$ cat src/rtl/octree_host_pkg.sv
`default_nettype none
// ============================================================================
// Module      : octree_host_pkg
// Description : Shared types and codes for the octree host sequencer:
//               sequencer state encoding, accelerator op codes and the
//               response status codes returned to the command issuer.
// Revision    : 1.0 - initial release
// ============================================================================
package octree_host_pkg;

  // Sequencer states, one per phase of a command transaction
  typedef enum logic [2:0] {
    ST_IDLE   = 3'd0,
    ST_LOAD   = 3'd1,
    ST_LAUNCH = 3'd2,
    ST_SETTLE = 3'd3,
    ST_WAIT   = 3'd4,
    ST_ACK    = 3'd5,
    ST_READ   = 3'd6,
    ST_RESP   = 3'd7
  } state_t;

  // Accelerator op codes (also the matching csr_op_done codes)
  localparam logic [1:0] c_OP_NOP    = 2'd0;
  localparam logic [1:0] c_OP_SEARCH = 2'd1;
  localparam logic [1:0] c_OP_ADD    = 2'd2;
  localparam logic [1:0] c_OP_DEL    = 2'd3;

  // Response status codes
  localparam logic [1:0] c_STATUS_OK      = 2'd0;
  localparam logic [1:0] c_STATUS_TIMEOUT = 2'd1;
  localparam logic [1:0] c_STATUS_BADDONE = 2'd2;

endpackage
`default_nettype wire

$ cat src/rtl/octree_rd_fifo2.sv
`default_nettype none
// ============================================================================
// Module      : octree_rd_fifo2
// Description : Two-entry valid/ready FIFO with an occupancy output, used to
//               buffer SRAM readback words ahead of the readback stream.
// Revision    : 1.0 - initial release
// ============================================================================
module octree_rd_fifo2 #(
  parameter int WIDTH = 64
) (
  input  logic             clk,
  input  logic             rst,
  input  logic             i_push,
  input  logic [WIDTH-1:0] i_push_data,
  input  logic             i_pop,
  output logic             o_valid,
  output logic [WIDTH-1:0] o_data,
  output logic [1:0]       o_count
);

  logic [WIDTH-1:0] r_mem [2];
  logic             r_wptr;
  logic             r_rptr;
  logic [1:0]       r_count;
  logic             w_pop;

  // A pop on an empty FIFO is ignored so the count can never underflow
  assign w_pop   = i_pop & (r_count != 2'd0);
  assign o_valid = (r_count != 2'd0);
  assign o_data  = r_mem[r_rptr];
  assign o_count = r_count;

  // Data storage; contents need no reset because the count gates validity
  always_ff @(posedge clk) begin
    if (i_push) begin
      r_mem[r_wptr] <= i_push_data;
    end
  end

  // Pointer and occupancy tracking
  always_ff @(posedge clk) begin
    if (rst) begin
      r_wptr  <= 1'b0;
      r_rptr  <= 1'b0;
      r_count <= 2'd0;
    end else begin
      if (i_push) begin
        r_wptr <= ~r_wptr;
      end
      if (w_pop) begin
        r_rptr <= ~r_rptr;
      end
      r_count <= r_count + {1'b0, i_push} - {1'b0, w_pop};
    end
  end

endmodule
`default_nettype wire

$ cat src/rtl/octree_host_sequencer.sv
`default_nettype none
// ============================================================================
// Module      : octree_host_sequencer
// Description : Host-side initiator for the octree accelerator. Runs one
//               command at a time: preload in/out SRAM, launch the op with a
//               single csr_ctrl pulse, wait for and acknowledge the done code,
//               stream result words back and return a status response.
// Revision    : 1.0 - initial release
// ============================================================================
module octree_host_sequencer
  import octree_host_pkg::*;
#(
  parameter int ADDR_WIDTH        = 10,
  parameter int DATA_WIDTH        = 64,
  parameter int ENCODE_ADDR_WIDTH = 14,
  parameter int IN_BASE           = 0,
  parameter int OUT_BASE          = 10,
  parameter int SETTLE_CYCLES     = 3,
  parameter int TIMEOUT_CYCLES    = 4096
) (
  input  logic                         clk,
  input  logic                         rst,
  input  logic                         i_cmd_valid,
  output logic                         o_cmd_ready,
  input  logic [1:0]                   i_cmd_op,
  input  logic [ENCODE_ADDR_WIDTH-1:0] i_cmd_pos_encode,
  input  logic [ADDR_WIDTH-1:0]        i_cmd_load_len,
  input  logic [ADDR_WIDTH-1:0]        i_cmd_read_len,
  input  logic                         i_ld_valid,
  output logic                         o_ld_ready,
  input  logic [DATA_WIDTH-1:0]        i_ld_data,
  output logic                         o_rd_valid,
  input  logic                         i_rd_ready,
  output logic [DATA_WIDTH-1:0]        o_rd_data,
  output logic                         o_rsp_valid,
  input  logic                         i_rsp_ready,
  output logic [1:0]                   o_rsp_status,
  output logic [1:0]                   o_csr_ctrl,
  output logic [ENCODE_ADDR_WIDTH-1:0] o_csr_pos_encode,
  output logic                         o_csr_received_done,
  output logic                         o_csr_in_out_sram_en,
  input  logic [1:0]                   i_csr_op_done,
  output logic                         o_axi_in_out_sram_req,
  output logic                         o_axi_in_out_sram_we,
  output logic [ADDR_WIDTH-1:0]        o_axi_in_out_sram_addr,
  output logic [DATA_WIDTH-1:0]        o_axi_in_out_sram_wdata,
  input  logic [DATA_WIDTH-1:0]        i_axi_in_out_sram_rdata
);

  // One counter serves both SETTLE and WAIT, so it spans the larger bound
  localparam int                  c_CNT_W    = $clog2(TIMEOUT_CYCLES + SETTLE_CYCLES + 1);
  localparam logic [ADDR_WIDTH-1:0] c_IN_BASE  = ADDR_WIDTH'(IN_BASE);
  localparam logic [ADDR_WIDTH-1:0] c_OUT_BASE = ADDR_WIDTH'(OUT_BASE);
  localparam logic [c_CNT_W-1:0]  c_SETTLE_LAST  = c_CNT_W'(SETTLE_CYCLES - 1);
  localparam logic [c_CNT_W-1:0]  c_TIMEOUT_LAST = c_CNT_W'(TIMEOUT_CYCLES - 1);

  state_t                         r_state;
  state_t                         w_next;
  logic [1:0]                     r_op;
  logic [ENCODE_ADDR_WIDTH-1:0]   r_pos;
  logic [ADDR_WIDTH-1:0]          r_load_len;
  logic [ADDR_WIDTH-1:0]          r_read_len;
  logic [ADDR_WIDTH-1:0]          r_idx;
  logic [ADDR_WIDTH-1:0]          w_idx_nxt;
  logic [c_CNT_W-1:0]             r_cnt;
  logic [c_CNT_W-1:0]             w_cnt_nxt;
  logic [1:0]                     r_status;
  logic [1:0]                     w_status_nxt;
  logic                           r_inflight;
  logic                           w_issue;
  logic                           w_cmd_fire;
  logic                           w_pop;
  logic [1:0]                     w_fifo_count;
  logic [2:0]                     w_occ;
  state_t                         w_after_load;

  // Readback buffer: the word returned by the SRAM is captured the cycle
  // after its read was issued
  octree_rd_fifo2 #(
    .WIDTH (DATA_WIDTH)
  ) u_rd_fifo (
    .clk         (clk),
    .rst         (rst),
    .i_push      (r_inflight),
    .i_push_data (i_axi_in_out_sram_rdata),
    .i_pop       (w_pop),
    .o_valid     (o_rd_valid),
    .o_data      (o_rd_data),
    .o_count     (w_fifo_count)
  );

  assign w_pop            = o_rd_valid & i_rd_ready;
  // Occupancy counts the pop happening this cycle so a drained slot can be
  // refilled immediately, which is what sustains one word per cycle
  assign w_occ            = {1'b0, w_fifo_count} + {2'b0, r_inflight} - {2'b0, w_pop};
  assign o_csr_pos_encode = r_pos;
  assign w_after_load     = (r_op != c_OP_NOP)    ? ST_LAUNCH :
                            (r_read_len != '0)    ? ST_READ   : ST_RESP;

  // Next-state, counter updates and all phase-dependent outputs
  always_comb begin
    w_next                  = r_state;
    w_idx_nxt               = r_idx;
    w_cnt_nxt               = r_cnt;
    w_status_nxt            = r_status;
    w_cmd_fire              = 1'b0;
    w_issue                 = 1'b0;
    o_cmd_ready             = 1'b0;
    o_ld_ready              = 1'b0;
    o_rsp_valid             = 1'b0;
    o_rsp_status            = c_STATUS_OK;
    o_csr_ctrl              = c_OP_NOP;
    o_csr_received_done     = 1'b0;
    o_csr_in_out_sram_en    = 1'b0;
    o_axi_in_out_sram_req   = 1'b0;
    o_axi_in_out_sram_we    = 1'b0;
    o_axi_in_out_sram_addr  = '0;
    o_axi_in_out_sram_wdata = '0;
    case (r_state)
      ST_IDLE: begin
        o_cmd_ready = 1'b1;
        if (i_cmd_valid) begin
          w_cmd_fire   = 1'b1;
          w_idx_nxt    = '0;
          w_cnt_nxt    = '0;
          w_status_nxt = c_STATUS_OK;
          if (i_cmd_load_len != '0)        w_next = ST_LOAD;
          else if (i_cmd_op != c_OP_NOP)   w_next = ST_LAUNCH;
          else if (i_cmd_read_len != '0)   w_next = ST_READ;
          else                             w_next = ST_RESP;
        end
      end
      ST_LOAD: begin
        o_csr_in_out_sram_en = 1'b1;
        o_ld_ready           = 1'b1;
        if (i_ld_valid) begin
          o_axi_in_out_sram_req   = 1'b1;
          o_axi_in_out_sram_we    = 1'b1;
          o_axi_in_out_sram_addr  = c_IN_BASE + r_idx;
          o_axi_in_out_sram_wdata = i_ld_data;
          if (r_idx == r_load_len - ADDR_WIDTH'(1)) begin
            w_idx_nxt = '0;
            w_next    = w_after_load;
          end else begin
            w_idx_nxt = r_idx + ADDR_WIDTH'(1);
          end
        end
      end
      ST_LAUNCH: begin
        o_csr_ctrl = r_op;
        w_cnt_nxt  = '0;
        w_next     = ST_SETTLE;
      end
      ST_SETTLE: begin
        if (r_cnt == c_SETTLE_LAST) begin
          w_cnt_nxt = '0;
          w_next    = ST_WAIT;
        end else begin
          w_cnt_nxt = r_cnt + c_CNT_W'(1);
        end
      end
      ST_WAIT: begin
        // A matching done takes priority over a coincident timeout
        if (i_csr_op_done == r_op) begin
          w_status_nxt = c_STATUS_OK;
          w_next       = ST_ACK;
        end else if (i_csr_op_done != c_OP_NOP) begin
          w_status_nxt = c_STATUS_BADDONE;
          w_next       = ST_ACK;
        end else if (r_cnt == c_TIMEOUT_LAST) begin
          w_status_nxt = c_STATUS_TIMEOUT;
          w_next       = ST_ACK;
        end else begin
          w_cnt_nxt = r_cnt + c_CNT_W'(1);
        end
      end
      ST_ACK: begin
        o_csr_received_done = 1'b1;
        w_idx_nxt           = '0;
        if ((r_read_len != '0) && (r_status == c_STATUS_OK)) w_next = ST_READ;
        else                                                 w_next = ST_RESP;
      end
      ST_READ: begin
        o_csr_in_out_sram_en = 1'b1;
        if ((r_idx != r_read_len) && (w_occ < 3'd2)) begin
          w_issue                = 1'b1;
          o_axi_in_out_sram_req  = 1'b1;
          o_axi_in_out_sram_addr = c_OUT_BASE + r_idx;
          w_idx_nxt              = r_idx + ADDR_WIDTH'(1);
        end
        if ((r_idx == r_read_len) && !r_inflight && (w_fifo_count == 2'd0)) begin
          w_next = ST_RESP;
        end
      end
      ST_RESP: begin
        o_rsp_valid  = 1'b1;
        o_rsp_status = r_status;
        if (i_rsp_ready) w_next = ST_IDLE;
      end
      default: w_next = ST_IDLE;
    endcase
  end

  // State, counters and latched command fields
  always_ff @(posedge clk) begin
    if (rst) begin
      r_state    <= ST_IDLE;
      r_op       <= c_OP_NOP;
      r_pos      <= '0;
      r_load_len <= '0;
      r_read_len <= '0;
      r_idx      <= '0;
      r_cnt      <= '0;
      r_status   <= c_STATUS_OK;
      r_inflight <= 1'b0;
    end else begin
      r_state    <= w_next;
      r_idx      <= w_idx_nxt;
      r_cnt      <= w_cnt_nxt;
      r_status   <= w_status_nxt;
      r_inflight <= w_issue;
      if (w_cmd_fire) begin
        r_op       <= i_cmd_op;
        r_pos      <= i_cmd_pos_encode;
        r_load_len <= i_cmd_load_len;
        r_read_len <= i_cmd_read_len;
      end
    end
  end

endmodule
`default_nettype wire

$ cat config.mk
export PLATFORM = sky130hd
export DESIGN_NAME = octree_host_sequencer
export DESIGN_NICKNAME = d
export VERILOG_FILES = /design/src/rtl/octree_host_pkg.sv /design/src/rtl/octree_rd_fifo2.sv /design/src/rtl/octree_host_sequencer.sv
export SDC_FILE = /design/constraint.sdc
export NUM_CORES = 1
export LEC_CHECK = 0
export CAP_MARGIN = 20
export CORE_UTILIZATION = 35
export DETAILED_ROUTE_END_ITERATION = 6
export PLACE_DENSITY = 0.67
export SETUP_SLACK_MARGIN = 0.4
export SKIP_CTS_REPAIR_TIMING = 1
export SLEW_MARGIN = 40
export SYNTH_ARGS = -nofsm -noshare
export SYNTH_HDL_FRONTEND = slang
export SYNTH_HIERARCHICAL = 1
export SYNTH_SLANG_ARGS = --single-unit
$ cat constraint.sdc
create_clock -name clk -period 11.2 [get_ports clk]
set_input_delay 2.24 -clock clk [delete_from_list [all_inputs] [get_ports clk]]
set_output_delay 2.24 -clock clk [all_outputs]
set_load 0.01 [all_outputs]
==> metrics.md <==
| Metric | Value |
|---|---|
| CP Class | in -> out |
| Sequential area share after synthesis | between 50% and 60% |
| First-pass GRT wire length | between 30000 and 40000 um |
| Worst EP arrival | between 5 and 6 ns |
| F_max | 128 MHz |
| GRT met3 Usage | roughly 5% |
| Remaining global-route overflow | 0 |
| Layer with the highest usage | met2 |
| Reg clk slew, reported paths | about 0.070 ns |
| Total GRT Usage | ~17% |
| Root buf cell | clkbuf_16 |
| Worst-case headroom to the max-slew limit | just under 50% |
| Nets | between 1000 and 1500 |
| Num CTS Buffers | 17 |
| Commonest register cell after synthesis | edfxtp_1 |
| CP Max Fanout | 8 |
| Number of synthesized flops with an enable pin | roughly 130 |
| # placed instances | 1421 |
| Clk Latency, worst-skew pair | between 0.4 and 0.5 ns |
| Via count | about 7200 |
| Met1 usage | approximately 23% |
| TritonCTS clock tree | yes |
| Leak pwr | 5.03 nW |
| Clk_skew | 0.0165 ns |
| Asr flop ratio synth | 0% |
| Yosys cell types | 65 |
| Starting Density | 35.7% |
| Clock Sinks | about 200 |
| Minimum clock period | 7.83 ns |
| Setup TNS | 0 ns |
| Total power | ~2 mW |
| Min-delay worst type | reg -> reg |
| Worst Setup SP | i_rd_ready |
| Share of cells above drive strength 1 | approximately a tenth |
| Post-Syn Instances | between 700 and 800 |
| Synth warn | 6 |
| Number of global-route vias before repair | approximately 7000 |
| Gpl congestion | 0.783 |
| I/O pin total | around 340 |
| Final Hold Fails | 0 |
| Max clock buf depth | 2 |
| Row Count | roughly 60 |
| Final ANT Viol Nets | 0 |
| Yosys reg bits | 198 |
| RSZ-0062 raised after global routing | false |
| Status | completed |
| 1st-iter DRT viols | 460 |
| CTS H-tree lvls | 4 |
| Worst reg2reg path depth | 11 |
| Core area | roughly 0.026 sq mm |
| Peak VDD IR | around 89 uV |
| Crit. End Element | primary output |
| GR Layer Usage met2 | between 20% and 30% |
| Final worst path period share | a little over two thirds |
| Commonest cells after routing, fill and taps aside | 334 x clkdlybuf4s50_1, 128 x edfxtp_1, 111 x nand2_1 |
| RR Startpoint | u_rd_fifo/o_count[1] |
| WL per Instance | 16.9 um |
| Final setup fails | 0 |
| Hpwl dp | roughly 17000 um |
| Cells on Worst Hold Path | 2 |
| Syn_nets | between 900 and 1000 |
| Synth top area share | between 40% and 50% |
| Worst-Margin Slew | 0.757 ns |
| PD cells | about 150 mW/mm^2 |
| Netlist Area Pre-Place | between 0.009 and 0.01 sq mm |
| Largest net degree at the start of global routing | around 70 |
| Post-Route WL | ~25000 um |
| Commonest non-fill, non-tap cell in the layout | clkdlybuf4s50_1 |
| Vias per cell | 4.94 |
| PortBufs | between 300 and 400 |
| CP startpoint kind | primary input |
| Synth area leader | edfxtp_1 |
| WP data required | 8.96 ns |
| Final max-slew violation count | 0 |
| HP Start | o_csr_pos_encode[13] |
| Area contributors post-synth | edfxtp_1 41%, dfxtp_1 15%, mux2_4 9.7%, and3_1 4.8%, nand2_1 4.5% |
| DIE HEIGHT | 165 um |
| Pre-Repair DR Iteration Count | 7 |
| Maxcap violations | 0 |
| Antenna Diode Count | 0 |
| Total Die Area | roughly 0.027 sq mm |
| Synth-to-Final Area Change | 44.6% |
| Avg Cell Area, Syn | ~12 sq um |
| Drt drc | 0 |
| Finished Layout Cells | ~1500 |
| Die Width | around 170 um |
| Initial antenna violation count | 1 |
## where the power goes
part	switching (mW)	internal, mW	total [mW]
logic	0.263	0.253	0.516
registers	0.0517	0.814	0.865
clock network	0.308	0.305	0.612
## routing by layer
| layer | wire, um | share of wire, % |
|---|---|---|
| met2 | 11400 | 47 |
| met4 | 232 | 0.94 |
| met1 | 10800 | 44 |
| met5 | 11 | 0.045 |
| met3 | 2040 | 8.3 |
## worst paths after layout
check,end,slack [ns]
max,o_axi_in_out_sram_addr[9],3.37
max reg2reg,r_idx[3],7.26
min,o_csr_pos_encode[13],0.45
min reg2reg,o_csr_pos_encode[13],0.45
## flip-flops by register name, summed over array words and instances, names as in the netlist, 3 cells and up, named ones only
| register | flops |
|---|---|
| r_read_len | 10 |
| u_rd_fifo/r_mem | 128 |
| o_csr_pos_encode | 14 |
| r_idx | 10 |
| r_load_len | 10 |
| r_cnt | 13 |
| r_state | 3 |
## cell usage after synthesis, types with 3 or more instances
cell,n
nor2b_1,7
and3_1,72
o211ai_1,3
a21oi_1,46
nor4_1,15
buf_12,6
or3_1,5
and4_1,4
nand3b_1,3
nor4b_1,3
nand2b_1,6
nor2_1,39
a31oi_1,3
nand3_1,14
inv_1,17
edfxtp_1,128
o31ai_1,6
and2_1,6
mux2_2,6
clkbuf_1,41
nor3_1,7
xor2_1,28
o21a_1,4
nand4_1,8
dfxtp_1,70
mux2_4,60
xnor2_1,10
a21o_1,3
nand2_1,111
o21ai_0,12
ha_1,8
a311oi_1,3
## critical path: stages
cell,delay (ns)
clkdlybuf4s50_1,0.39
and2_1,0.15
ha_1,0.29
nor2b_1,0.14
fa_1,0.43
or3_1,0.39
a31oi_1,0.58
nand2_1,0.10
nand2_1,0.10
nand2_1,0.06
o31ai_1,0.11
clkdlybuf4s50_1,0.62
## cells by family after synthesis
group	after synthesis	share of synthesized area [%]
xor+xnor	39	3.82
simple gates	311	17.0
buf+inv	68	3.90
fa+ha+maj	9	1.29
flops	198	56.3
mux	67	10.5
compound gates	102	7.11
## metrics by stage
stage	setup slack, ns	hold WS, ns	util [%]	area (sq um)
global placement	3.35	0.441	49.3	12900
detailed placement	3.35	0.449	49.3	12900
floorplan	4.64	0.450	-	9310
global route	3.13	0.485	51.6	13500
finish	3.37	0.453	51.6	13500
CTS	3.33	0.458	51.6	13500
## area by class of cell
type | instances | area, sq um
Tap cell | 335 | 419
Multi-Input combinational cell | 528 | 3710
Sequential cell | 198 | 5250
Fill cell | 2297 | 12600
Inverter | 17 | 63.8
Clock inverter | 14 | 170
Clock buffer | 18 | 429
Timing Repair Buffer | 343 | 3420
Note: power is estimated with default switching activity, not from simulation.
